[src/rtl/seg7_pkg.sv]
// Shared constants and types for the four-digit seven-segment scan driver.
// Segment codes are active-low, packed g..a (bit 6 = g, bit 0 = a).
package seg7_pkg;

    localparam int unsigned NUM_DIGITS = 4;

    localparam logic [6:0] SEG_BLANK = 7'b1111111;
    localparam logic [3:0] AN_OFF    = 4'b1111;

    localparam logic [6:0] SEG_0 = 7'b1000000;
    localparam logic [6:0] SEG_1 = 7'b1111001;
    localparam logic [6:0] SEG_2 = 7'b0100100;
    localparam logic [6:0] SEG_3 = 7'b0110000;
    localparam logic [6:0] SEG_4 = 7'b0011001;
    localparam logic [6:0] SEG_5 = 7'b0010010;
    localparam logic [6:0] SEG_6 = 7'b0000010;
    localparam logic [6:0] SEG_7 = 7'b1111000;
    localparam logic [6:0] SEG_8 = 7'b0000000;
    localparam logic [6:0] SEG_9 = 7'b0010000;
    localparam logic [6:0] SEG_A = 7'b0001000;
    localparam logic [6:0] SEG_B = 7'b0000011;
    localparam logic [6:0] SEG_C = 7'b1000110;
    localparam logic [6:0] SEG_D = 7'b0100001;
    localparam logic [6:0] SEG_E = 7'b0000110;
    localparam logic [6:0] SEG_F = 7'b0001110;

    typedef enum logic {
        SLOT_BLANK = 1'b0,
        SLOT_DRIVE = 1'b1
    } slot_e;

endpackage

[src/rtl/seg7_hex_decode.sv]
// Combinational hex nibble to active-low seven-segment decoder.
module seg7_hex_decode
    import seg7_pkg::*;
(
    input  logic [3:0] nibble_i,
    output logic [6:0] seg_o
);

    // Nibble lookup into the shared segment-code table
    always_comb begin
        seg_o = SEG_BLANK;
        case (nibble_i)
            4'h0:    seg_o = SEG_0;
            4'h1:    seg_o = SEG_1;
            4'h2:    seg_o = SEG_2;
            4'h3:    seg_o = SEG_3;
            4'h4:    seg_o = SEG_4;
            4'h5:    seg_o = SEG_5;
            4'h6:    seg_o = SEG_6;
            4'h7:    seg_o = SEG_7;
            4'h8:    seg_o = SEG_8;
            4'h9:    seg_o = SEG_9;
            4'hA:    seg_o = SEG_A;
            4'hB:    seg_o = SEG_B;
            4'hC:    seg_o = SEG_C;
            4'hD:    seg_o = SEG_D;
            4'hE:    seg_o = SEG_E;
            4'hF:    seg_o = SEG_F;
            default: seg_o = SEG_BLANK;
        endcase
    end

endmodule

[src/rtl/seg7_scan_driver.sv]
// Four-digit multiplexed seven-segment driver with frame-synchronous double buffering.
// Optional build macro LEADING_ZERO_BLANK_EN blanks leading zero digits (digit 0 always shown).
module seg7_scan_driver
    import seg7_pkg::*;
#(
    parameter int unsigned DIGIT_CYCLES = 100000,
    parameter int unsigned BLANK_CYCLES = 1000
) (
    input  logic        clk,
    input  logic        reset,
    input  logic [15:0] value,
    input  logic [3:0]  dp_in,
    input  logic        load,
    output logic [6:0]  seg,
    output logic [3:0]  an,
    output logic        dp,
    output logic        frame_tick
);

    localparam int unsigned CW = (DIGIT_CYCLES > 1) ? $clog2(DIGIT_CYCLES) : 1;
    localparam int unsigned DW = $clog2(NUM_DIGITS);
    localparam logic [CW-1:0] CNT_LAST  = CW'(DIGIT_CYCLES - 1);
    localparam logic [CW-1:0] CNT_BLANK = CW'(BLANK_CYCLES);
    localparam logic [DW-1:0] DIG_LAST  = DW'(NUM_DIGITS - 1);

    logic [CW-1:0] cnt_q, cnt_d;
    logic [DW-1:0] digit_q, digit_d;
    logic [15:0]   disp_val_q, disp_val_d;
    logic [3:0]    disp_dp_q, disp_dp_d;
    logic [15:0]   pend_val_q, pend_val_d;
    logic [3:0]    pend_dp_q, pend_dp_d;
    logic          pend_valid_q, pend_valid_d;
    logic [6:0]    seg_q, seg_d;
    logic [3:0]    an_q, an_d;
    logic          dp_q, dp_d;
    logic          tick_q, tick_d;

    logic          boundary_s;
    slot_e         slot_s;
    logic [3:0]    nibble_s;
    logic [6:0]    dec_seg_s;
    logic          lz_blank_s;

    assign boundary_s = (cnt_q == CNT_LAST) && (digit_q == DIG_LAST);
    assign slot_s     = (cnt_q < CNT_BLANK) ? SLOT_BLANK : SLOT_DRIVE;

    // Select the display nibble for the digit currently being scanned
    always_comb begin
        nibble_s = 4'h0;
        case (digit_q)
            2'd0:    nibble_s = disp_val_q[3:0];
            2'd1:    nibble_s = disp_val_q[7:4];
            2'd2:    nibble_s = disp_val_q[11:8];
            2'd3:    nibble_s = disp_val_q[15:12];
            default: nibble_s = 4'h0;
        endcase
    end

    seg7_hex_decode u_dec (
        .nibble_i (nibble_s),
        .seg_o    (dec_seg_s)
    );

`ifdef LEADING_ZERO_BLANK_EN
    // A digit is suppressed when it and every more-significant nibble are zero
    always_comb begin
        lz_blank_s = 1'b0;
        case (digit_q)
            2'd1:    lz_blank_s = (disp_val_q[15:4] == 12'h000);
            2'd2:    lz_blank_s = (disp_val_q[15:8] == 8'h00);
            2'd3:    lz_blank_s = (disp_val_q[15:12] == 4'h0);
            default: lz_blank_s = 1'b0;
        endcase
    end
`else
    // Every digit is always decoded
    always_comb begin
        lz_blank_s = 1'b0;
    end
`endif

    // Slot counter, digit rotation and frame-synchronous buffer commit
    always_comb begin
        cnt_d        = cnt_q + CW'(1);
        digit_d      = digit_q;
        disp_val_d   = disp_val_q;
        disp_dp_d    = disp_dp_q;
        pend_val_d   = pend_val_q;
        pend_dp_d    = pend_dp_q;
        pend_valid_d = pend_valid_q;
        tick_d       = boundary_s;
        if (cnt_q == CNT_LAST) begin
            cnt_d   = {CW{1'b0}};
            digit_d = digit_q + DW'(1);
        end else begin
            cnt_d   = cnt_q + CW'(1);
        end
        // A load on the boundary itself bypasses the pending buffer
        if (boundary_s) begin
            if (load) begin
                disp_val_d = value;
                disp_dp_d  = dp_in;
            end else if (pend_valid_q) begin
                disp_val_d = pend_val_q;
                disp_dp_d  = pend_dp_q;
            end else begin
                disp_val_d = disp_val_q;
                disp_dp_d  = disp_dp_q;
            end
            pend_valid_d = 1'b0;
        end else if (load) begin
            pend_val_d   = value;
            pend_dp_d    = dp_in;
            pend_valid_d = 1'b1;
        end else begin
            pend_valid_d = pend_valid_q;
        end
    end

    // Next-cycle pin values for the current slot
    always_comb begin
        seg_d = SEG_BLANK;
        an_d  = AN_OFF;
        dp_d  = 1'b1;
        if (slot_s == SLOT_DRIVE) begin
            an_d  = AN_OFF ^ (4'b0001 << digit_q);
            seg_d = lz_blank_s ? SEG_BLANK : dec_seg_s;
            dp_d  = ~disp_dp_q[digit_q];
        end else begin
            an_d  = AN_OFF;
            seg_d = SEG_BLANK;
            dp_d  = 1'b1;
        end
    end

    // State and output registers with synchronous reset
    always_ff @(posedge clk) begin
        if (reset) begin
            cnt_q        <= {CW{1'b0}};
            digit_q      <= {DW{1'b0}};
            disp_val_q   <= 16'h0000;
            disp_dp_q    <= 4'h0;
            pend_val_q   <= 16'h0000;
            pend_dp_q    <= 4'h0;
            pend_valid_q <= 1'b0;
            seg_q        <= SEG_BLANK;
            an_q         <= AN_OFF;
            dp_q         <= 1'b1;
            tick_q       <= 1'b0;
        end else begin
            cnt_q        <= cnt_d;
            digit_q      <= digit_d;
            disp_val_q   <= disp_val_d;
            disp_dp_q    <= disp_dp_d;
            pend_val_q   <= pend_val_d;
            pend_dp_q    <= pend_dp_d;
            pend_valid_q <= pend_valid_d;
            seg_q        <= seg_d;
            an_q         <= an_d;
            dp_q         <= dp_d;
            tick_q       <= tick_d;
        end
    end

    assign seg        = seg_q;
    assign an         = an_q;
    assign dp         = dp_q;
    assign frame_tick = tick_q;

endmodule
[config.mk]
export PLATFORM = sky130hd
export DESIGN_NAME = seg7_scan_driver
export DESIGN_NICKNAME = d
export VERILOG_FILES = /design/src/rtl/seg7_pkg.sv /design/src/rtl/seg7_hex_decode.sv /design/src/rtl/seg7_scan_driver.sv
export SDC_FILE = /design/constraint.sdc
export NUM_CORES = 1
export LEC_CHECK = 0
export ABC_AREA = 1
export CORE_UTILIZATION = 52
export CTS_CLUSTER_DIAMETER = 50
export DETAILED_ROUTE_END_ITERATION = 12
export PLACE_DENSITY = 0.83
export SLEW_MARGIN = 20
export SYNTH_ARGS = -nofsm -noshare
export SYNTH_HDL_FRONTEND = slang
export SYNTH_HIERARCHICAL = 1
export SYNTH_SLANG_ARGS = --single-unit
[constraint.sdc]
create_clock -name clk -period 2 [get_ports clk]
set_input_delay 0.4 -clock clk [delete_from_list [all_inputs] [get_ports clk]]
set_output_delay 0.4 -clock clk [all_outputs]
set_load 0.01 [all_outputs]
Word-level counts from Yosys, hierarchy flattened:

Memory sizes are Yosys's and may differ from the RTL's. A register that Yosys moved wholly into a read port is not among the register bits.
Index checks and enable logic that the tools add are counted.
Widths: inputs -> output; s select.

* muxes and demuxes: 7
* magnitude comparators: 2
* bitwise operators: 3
* equality and inequality tests: 4
* reduce and logical (&&, ||, !) cells: 8
* shift operators: 1
* add/subtract/negate cells: 2

Operators by type and width (number)
* $mux 16: 2
* $add 17x1->17 const B: 1
* $eq 17x17->1 const B: 1
* $lt 17x10->1 const B: 1
* $pmux 4 s4: 1
* $mux 4: 2
* $reduce_or 2->1: 3
* $eq 2x2->1 const B: 2
* $not 4->4: 1
* $reduce_and 2->1: 2
* $shl 1x2->4 const A: 1
* $lt 2x3->1 const B: 1
* $add 2x1->2 const B: 1
* $bmux 1 s2: 1
* $eq 2x1->1 const B: 1
* $logic_not 2->1: 1
* $not 1->1: 2
* $reduce_bool 2->1: 1
* $logic_and 1x1->1: 1
* $mux 1: 1

* memories kept: 1
* output and inout port bits: 13
* memory bits (read-only): 112
* input port bits: 23
* logic and storage cells: 38
* register bits: 66

Memories
* (no name shown): depth 16, bits a word 7, read ports 1, clocked after memory_dff 1, wr ports 0, line seg7_hex_decode.sv:12 `case (nibble_i)`

Longest topological paths before layout:

Gate-level depths: netlist of the first run.

* depth after elaboration: 4
* depth in mapped cells: 13
* depth with buffers taken out: 13

By module:

The synthesis of the first run kept the hierarchy.

Modules (own cells, without submodules)
* seg7_scan_driver: cells an instance 469, seq. area each 1461.4 sq um, times used 1, area an instance 3448.3 sq um
* seg7_hex_decode: cells an instance 49, seq. area each 0.0 sq um, times used 1, area an instance 274.0 sq um

Worst setup path after synthesis of the first run:

OpenSTA, ideal clock, no wires.

* path kind: register to register
* start point: register digit_q[0]
* end point: register seg_q[3], in the netlist seg[3]
* arrival time: 2.115 ns
* period minus slack after synthesis: 2.232 ns
* data required time: 1.883 ns
* buffers on the path: 1
* stages on the path, launching flop included: 13
* path slack: -0.232 ns
* setup time: 0.117 ns
* cells stage by stage: dfxtp_1 > ha_1 > clkbuf_1 > a22o_1 > a21oi_1 > o21ai_0 > inv_1 > ha_1 > nand2_1 > nand3_1 > nand2_1 > inv_1 > nand2_2

* cells in the longest elaborated chain, start to end: 2
* elaborated cells between the ends (all ways): 5
* those cells by class: 3 x eq/ne; 1 x mux; 1 x reduce/logical

Ends and longest elaborated chain
* start: declaration: line seg7_scan_driver.sv:27 `logic [DW-1:0] digit_q, digit_d;`
* start signal: assignment: line seg7_scan_driver.sv:140 `digit_q <= {DW{1'b0}};`
* start signal: assignment: line seg7_scan_driver.sv:152 `digit_q <= digit_d;`
* $eq 2x2->1, or another cell as far along: line seg7_scan_driver.sv:50 `case (digit_q)`
* $pmux 4 s4 *: line seg7_scan_driver.sv:50
* via nibble_s[1]: line seg7_scan_driver.sv:40 `logic [3:0] nibble_s;`
* end: declaration: line seg7_scan_driver.sv:33 `logic [6:0] seg_q, seg_d;`

The timed path passes the listed nets; every way through them passes the cells marked *.
A chain may end at the register's enable or synchronous reset.

Worst setup path in the final report of the first run:

* start point: register digit_q[0]
* end point: register seg_q[5], in the netlist seg[5]

Same word-level chain as after synthesis.

==> metrics.txt, run 1 <==
Post-Syn Instances=518; Pins Over Slew Limit=0; Max-slew headroom=63.8%; achievable frequency=531 MHz; Layout Nets=594; worst path cell trace=inv_2 -> ha_4 -> a22o_1 -> a21oi_2 -> o21ai_4 -> ha_1 -> nand2_1 -> o21ai_1 -> nand2_1 -> nand2_1 -> inv_1 -> nand2_2; Buf/Inv on CP=2; syn_area_per_cell=7.19 um^2; top cells by area, synth=dfxtp_1 39%, nand2_1 9.2%, nor2_1 9.1%; Post-synth top cells=91 x nand2_1, 90 x nor2_1, 73 x dfxtp_1; max incr delay on CP=370 ps; CTS H-tree depth=3; # setup viols final=0; post-route ant nets=0; yosys warns=6; Synth async-reset ratio=0%; clk buf depth=2; fin crit share=94.1%; core footprint=6870 um^2; Final Skew=7.87 ps; required time of the critical path=2250 ps; Seq/Total Area, Yosys=39.3%; EDFF count, synth=0; Area Overhead vs Synth=22.1%; largest net degree at the start of global routing=44; grt ovf=0; worst skew pair latency=350 ps; dpl ws=-201 ps; final worst slack=117 ps; delay-heaviest family, CP=compound AO/OA/AOI/OAI gates; # DRC=0; leakage=1.90 nW; I/O pins=36; crit path max fanout=5; status=finished clean; Via density=5.15; design area=4540 um^2; crit end category=flip-flop; Synth Flop Type=dfxtp_1; vias=3388; crit path launch type=flip-flop; top-count cell post-synth=nand2_1; area fraction of the dominant cell type after synthesis=39.3%; kind of critical path=reg2reg; Die Span Y=86.6 um; fraction of layout cells with a size suffix above 1=13.9%; CTS root buf=clkbuf_8; Max IR drop VDD=0.000563 V; vias in the first global route=3069; CTS tree=built; Power Dens Cells=681 nW/um^2; max-cap violations=0; most used cell, CP=nand2_1; Starting Density=54.2%; drt first pass iters=5; GP Congestion=0.917; crit path DAT=2130 ps; diode count=0; Critical-path top delay cell=dfxtp_2; Period minus WS final=1880 ps; Mapped Nets=554; worst min-delay path category=in2reg; Iter 0 DRT Violations=140; CTS Sinks=73; final hold vios=0; flop and latch count out of synthesis=73; Avg WL per Cell=11.8 um; clock transition at the registers of the reported paths=80 ps; Total GRT Usage=22.4%; num rows=30; number of port buffers=35; Post-Route WL=7800 um; initial antenna violation count=0; library cells used by synthesis=33; DP Wirelength=5490 um; first-pass GRT wire length=13300 um; Synth Cell Area=3720 um^2; Post-DP Area=4200 um^2; Slew @ Worst Pin=543 ps; CTS Buf Count=9; Die X=86.6 um; area of the die=7500 um^2; leading area contributor after synthesis=dfxtp_1
[power by group]
part / internal, mW / leakage (nW) / switching [mW]
sequential: 1.49 / 0.596 / 0.0172
combinational: 0.101 / 1.19 / 0.111
clock: 0.817 / 0.115 / 0.564
[area by class of cell]
| cell class | count | area (um^2) |
|---|---|---|
| Clock buffer | 9 | 124 |
| Clock inverter | 6 | 108 |
| Fill cell | 594 | 2320 |
| Inverter | 50 | 188 |
| Multi-Input combinational cell | 367 | 2020 |
| Sequential cell | 73 | 1460 |
| Tap cell | 96 | 120 |
| Timing Repair Buffer | 57 | 523 |
[cells in the final DEF (no fill, tap or decap), types with 20 or more instances in the layout]
cell	instances
a21oi_1	33
buf_4	21
clkdlybuf4s50_1	34
dfxtp_1	71
inv_1	43
mux2i_1	20
nand2_1	91
nand3_1	42
nand4_1	22
nor2_1	90
[worst paths after layout]
path	startpoint	to	slack, ps	cells after the start
setup reg to reg	digit_q[0]$_SDFFE_PP0N_	seg[5]$_SDFF_PP1_	120	12
hold / removal	load	pend_valid_q$_SDFFE_PP0P_	410	3
setup / recovery	digit_q[0]$_SDFFE_PP0N_	seg[5]$_SDFF_PP1_	120	12
hold reg to reg	cnt_q[0]$_SDFF_PP0_	cnt_q[0]$_SDFF_PP0_	450	1
[routing by layer]
| metal | GRT usage [%] | up-vias | share of wire, % |
|---|---|---|---|
| met5 | 0 | - | 0 |
| met3 | 2.95 | 18 | 4.4 |
| met4 | 11.8 | 0 | 2.5 |
| li1 | - | 1759 | - |
| met1 | 28.9 | 1504 | 46 |
| met2 | 36.6 | 107 | 47 |
[kinds of logic after synthesis]
family,count (synthesis),synth area share [%]
AND/OR/NAND/NOR,276,32.7
buffers and inverters,78,9.01
XOR/XNOR,6,1.41
multiplexers,20,5.38
flip-flops,73,39.3
AO/OA/AOI/OAI,52,7.83
adder cells (fa/ha/maj),13,4.37
[sequential cells by signal (all words and copies together) (netlist names), 2 cells and up]
register	flops
an	4
disp_val_q	16
digit_q	2
disp_dp_q	4
pend_val_q	16
pend_dp_q	4
cnt_q	17
seg	7
[worst reg2reg max path, stage by stage (launching register included)]
cell and delay [ps]:
dfxtp_2 370, inv_2 90, ha_4 180, a22o_1 230
a21oi_2 170, o21ai_4 110, ha_1 210, nand2_1 120
o21ai_1 80, nand2_1 60, nand2_1 50, inv_1 60
nand2_2 50
[metrics by stage]
step	util, %	cells	power (mW)	hold WS (ps)	setup TNS [ps]
floorplan	-	518	1.67	417	0
global placement	61.1	640	1.74	429	-335
detailed placement	61.1	640	1.75	442	-1180
CTS	64.8	657	3.11	401	0
global route	66.2	658	3.20	431	-41.7
finish	66.2	658	3.10	406	0
[repair_timing]
action,in CTS,in global routing
gates resized for setup,3,19
buffers inserted,2,1
pin swaps,1,1
endpoints found under the setup margin,7,7
hold buffers,0,0
No activity file was read; power rests on OpenSTA's default activity.
==> inputs of run 2 (changes only) <==
--- a/config.mk
+++ b/config.mk
@@ -6,10 +6,10 @@
 export NUM_CORES = 1
 export LEC_CHECK = 0
 export ABC_AREA = 1
-export CORE_UTILIZATION = 52
+export CORE_UTILIZATION = 45
 export CTS_CLUSTER_DIAMETER = 50
 export DETAILED_ROUTE_END_ITERATION = 12
-export PLACE_DENSITY = 0.83
+export PLACE_DENSITY = 0.75
 export SLEW_MARGIN = 20
 export SYNTH_ARGS = -nofsm -noshare
 export SYNTH_HDL_FRONTEND = slang
==> run 2 against run 1 <==
Sequential share of layout area is 0.33 points higher. Global-route usage is 3.5 points lower. Non-clock buffer count is 4 lower. Count of clock-buffer cells in the layout stayed put. Wire length is 1.7% higher. Clock skew is 5.0 ps higher. Combinational power hardly changed. Sequential power hardly changed. Clock power is 9% lower. Cell area is 0.85% lower. Critical path type unchanged.
==> metrics.txt, run 2 (synthesis results as in run 1) <==
Starting Density=47.4%; final hold vios=0; Avg WL per Cell=12.0 um; largest net degree at the start of global routing=44; worst skew pair latency=350 ps; GRT met2 Usage=31.1%; vias in the first global route=2899; Die X=93.0 um; core footprint=7850 um^2; Cell Count, Final, Fillers Out=661; Largest register FFs=17; fin crit share=95.9%; Top Registers=cnt_q: 17 flops, disp_val_q: 16 flops, pend_val_q: 16 flops; Die Span Y=93.0 um; I/O pins=36; Final Skew=12.8 ps; post-cts hold buffer count=0; clock transition at the registers of the reported paths=80 ps; R2R setup slack=80 ps; drt first pass iters=8; crit end category=flip-flop; CTS tree=built; Max-slew headroom=62.6%; R2R Path Start=digit_q[0]$_SDFFE_PP0N_; fraction of layout cells with a size suffix above 1=13.6%; hold_sp=load; crit path max fanout=5; first-pass GRT wire length=13000 um; Area Overhead vs Synth=21.0%; num rows=32; CTS Sinks=73; Placed Instances=643; achievable frequency=521 MHz; status=finished clean; Layout Nets=590; post-route ant nets=0; R2R depth=12; Slew @ Worst Pin=560 ps; vias=3357; Max IR drop VDD=0.000477 V; setup TNS=0 ps; max-cap violations=0; CTS H-tree depth=3; crit path launch type=flip-flop; gr busiest metal=met2; Seq. cell area=1470 um^2; clk buf depth=2; GR Layer Usage met3=4.19%; diode count=0; FF-to-FF End=seg[5]$_SDFF_PP1_; CTS root buf=clkbuf_8; Hold EP=pend_valid_q$_SDFFE_PP0P_; register with the most flip-flops=cnt_q; # setup viols final=0; Fill cells=762; Post-Route WL=7920 um; # DRC=0; kind of critical path=reg2reg; Power Dens Cells=661 nW/um^2; number of port buffers=35; area of the die=8640 um^2; Iter 0 DRT Violations=109; CTS Buf Count=9; initial antenna violation count=0; crit path DAT=2150 ps; commonest cells after routing, fill and taps aside=90 x nand2_1, 90 x nor2_1, 71 x dfxtp_1; Worst Hold Depth=3; area of the multi-input gates=2010 um^2; worst min-delay path category=in2reg; required time of the critical path=2240 ps; GP Congestion=0.873; Period minus WS final=1920 ps; Total GRT Usage=18.9%; Power Total=2.98 mW; DP Wirelength=5520 um; Pins Over Slew Limit=0; grt ovf=0; leakage=1.87 nW; Via density=5.08; grt met1 use=24.4%
run 2: cell types whose count changed in the layout (fill, tap and decap cells not counted), sizes merged:
cell,before,now
buf,23,19
bufinv,3,2
clkinv,3,5
run 2: critical path: stages (launching register included):
cell	delay [ps]
dfxtp_4	390
inv_4	60
ha_4	170
a22o_1	230
a21oi_1	180
o21ai_2	130
ha_1	210
nand2_1	130
o21ai_1	90
nand2_1	60
nand2_1	40
inv_1	60
nand2_2	40
run 2: metrics by stage:
step                setup slack (ps)  utilization [%]  instance area (um^2)  hold WS [ps]
floorplan                       5.45                -                  3730           417
global placement               -35.0             53.3                  4180           428
finish                          81.2             57.4                  4510           375
global route                   -31.0             57.4                  4510           394
detailed placement              -155             53.3                  4180           443
CTS                             18.7             56.2                  4410           367
run 2: routing by layer:
| layer | up-vias | part of all wire, % |
|---|---|---|
| met3 | 12 | 3.7 |
| li1 | 1753 | - |
| met2 | 78 | 48 |
| met4 | 0 | 1.2 |
| met5 | - | 0 |
| met1 | 1514 | 47 |
run 2: layout make-up:
class / instances / area share (%)
multi-input cells: 367 / 44.6
clock inverters: 7 / 2.11
repair buffers: 53 / 10.9
flip-flops and latches: 73 / 32.5
well taps: 102 / 2.83
inverters: 50 / 4.22
clock buffers: 9 / 2.75
run 2: worst max-delay path by stage:
stage	from	to	slack (ps)
after global placement	digit_q[0]$_SDFFE_PP0N_	seg[3]$_SDFF_PP1_	-40
final	digit_q[0]$_SDFFE_PP0N_	seg[5]$_SDFF_PP1_	80
after global routing	digit_q[0]$_SDFFE_PP0N_	seg[3]$_SDFF_PP1_	-30
after floorplan	digit_q[0]$_SDFFE_PP0N_	seg[3]$_SDFF_PP1_	5
after CTS	digit_q[1]$_SDFFE_PP0N_	seg[0]$_SDFF_PP1_	20
after detailed placement	digit_q[0]$_SDFFE_PP0N_	seg[3]$_SDFF_PP1_	-150
run 2: power by group:
part | internal, mW | leakage (nW) | switching [mW] | total (mW)
Sequential | 1.49 | 0.596 | 0.0169 | 1.50
Combinational | 0.0995 | 1.17 | 0.111 | 0.210
Clock | 0.702 | 0.109 | 0.563 | 1.26
run 2: repair_timing:
| action | CTS | global route |
|---|---|---|
| setup endpoints to repair | 7 | 7 |
| gates resized for setup | 7 | 18 |
| pin swaps | 0 | 1 |
| setup buffers | 0 | 2 |
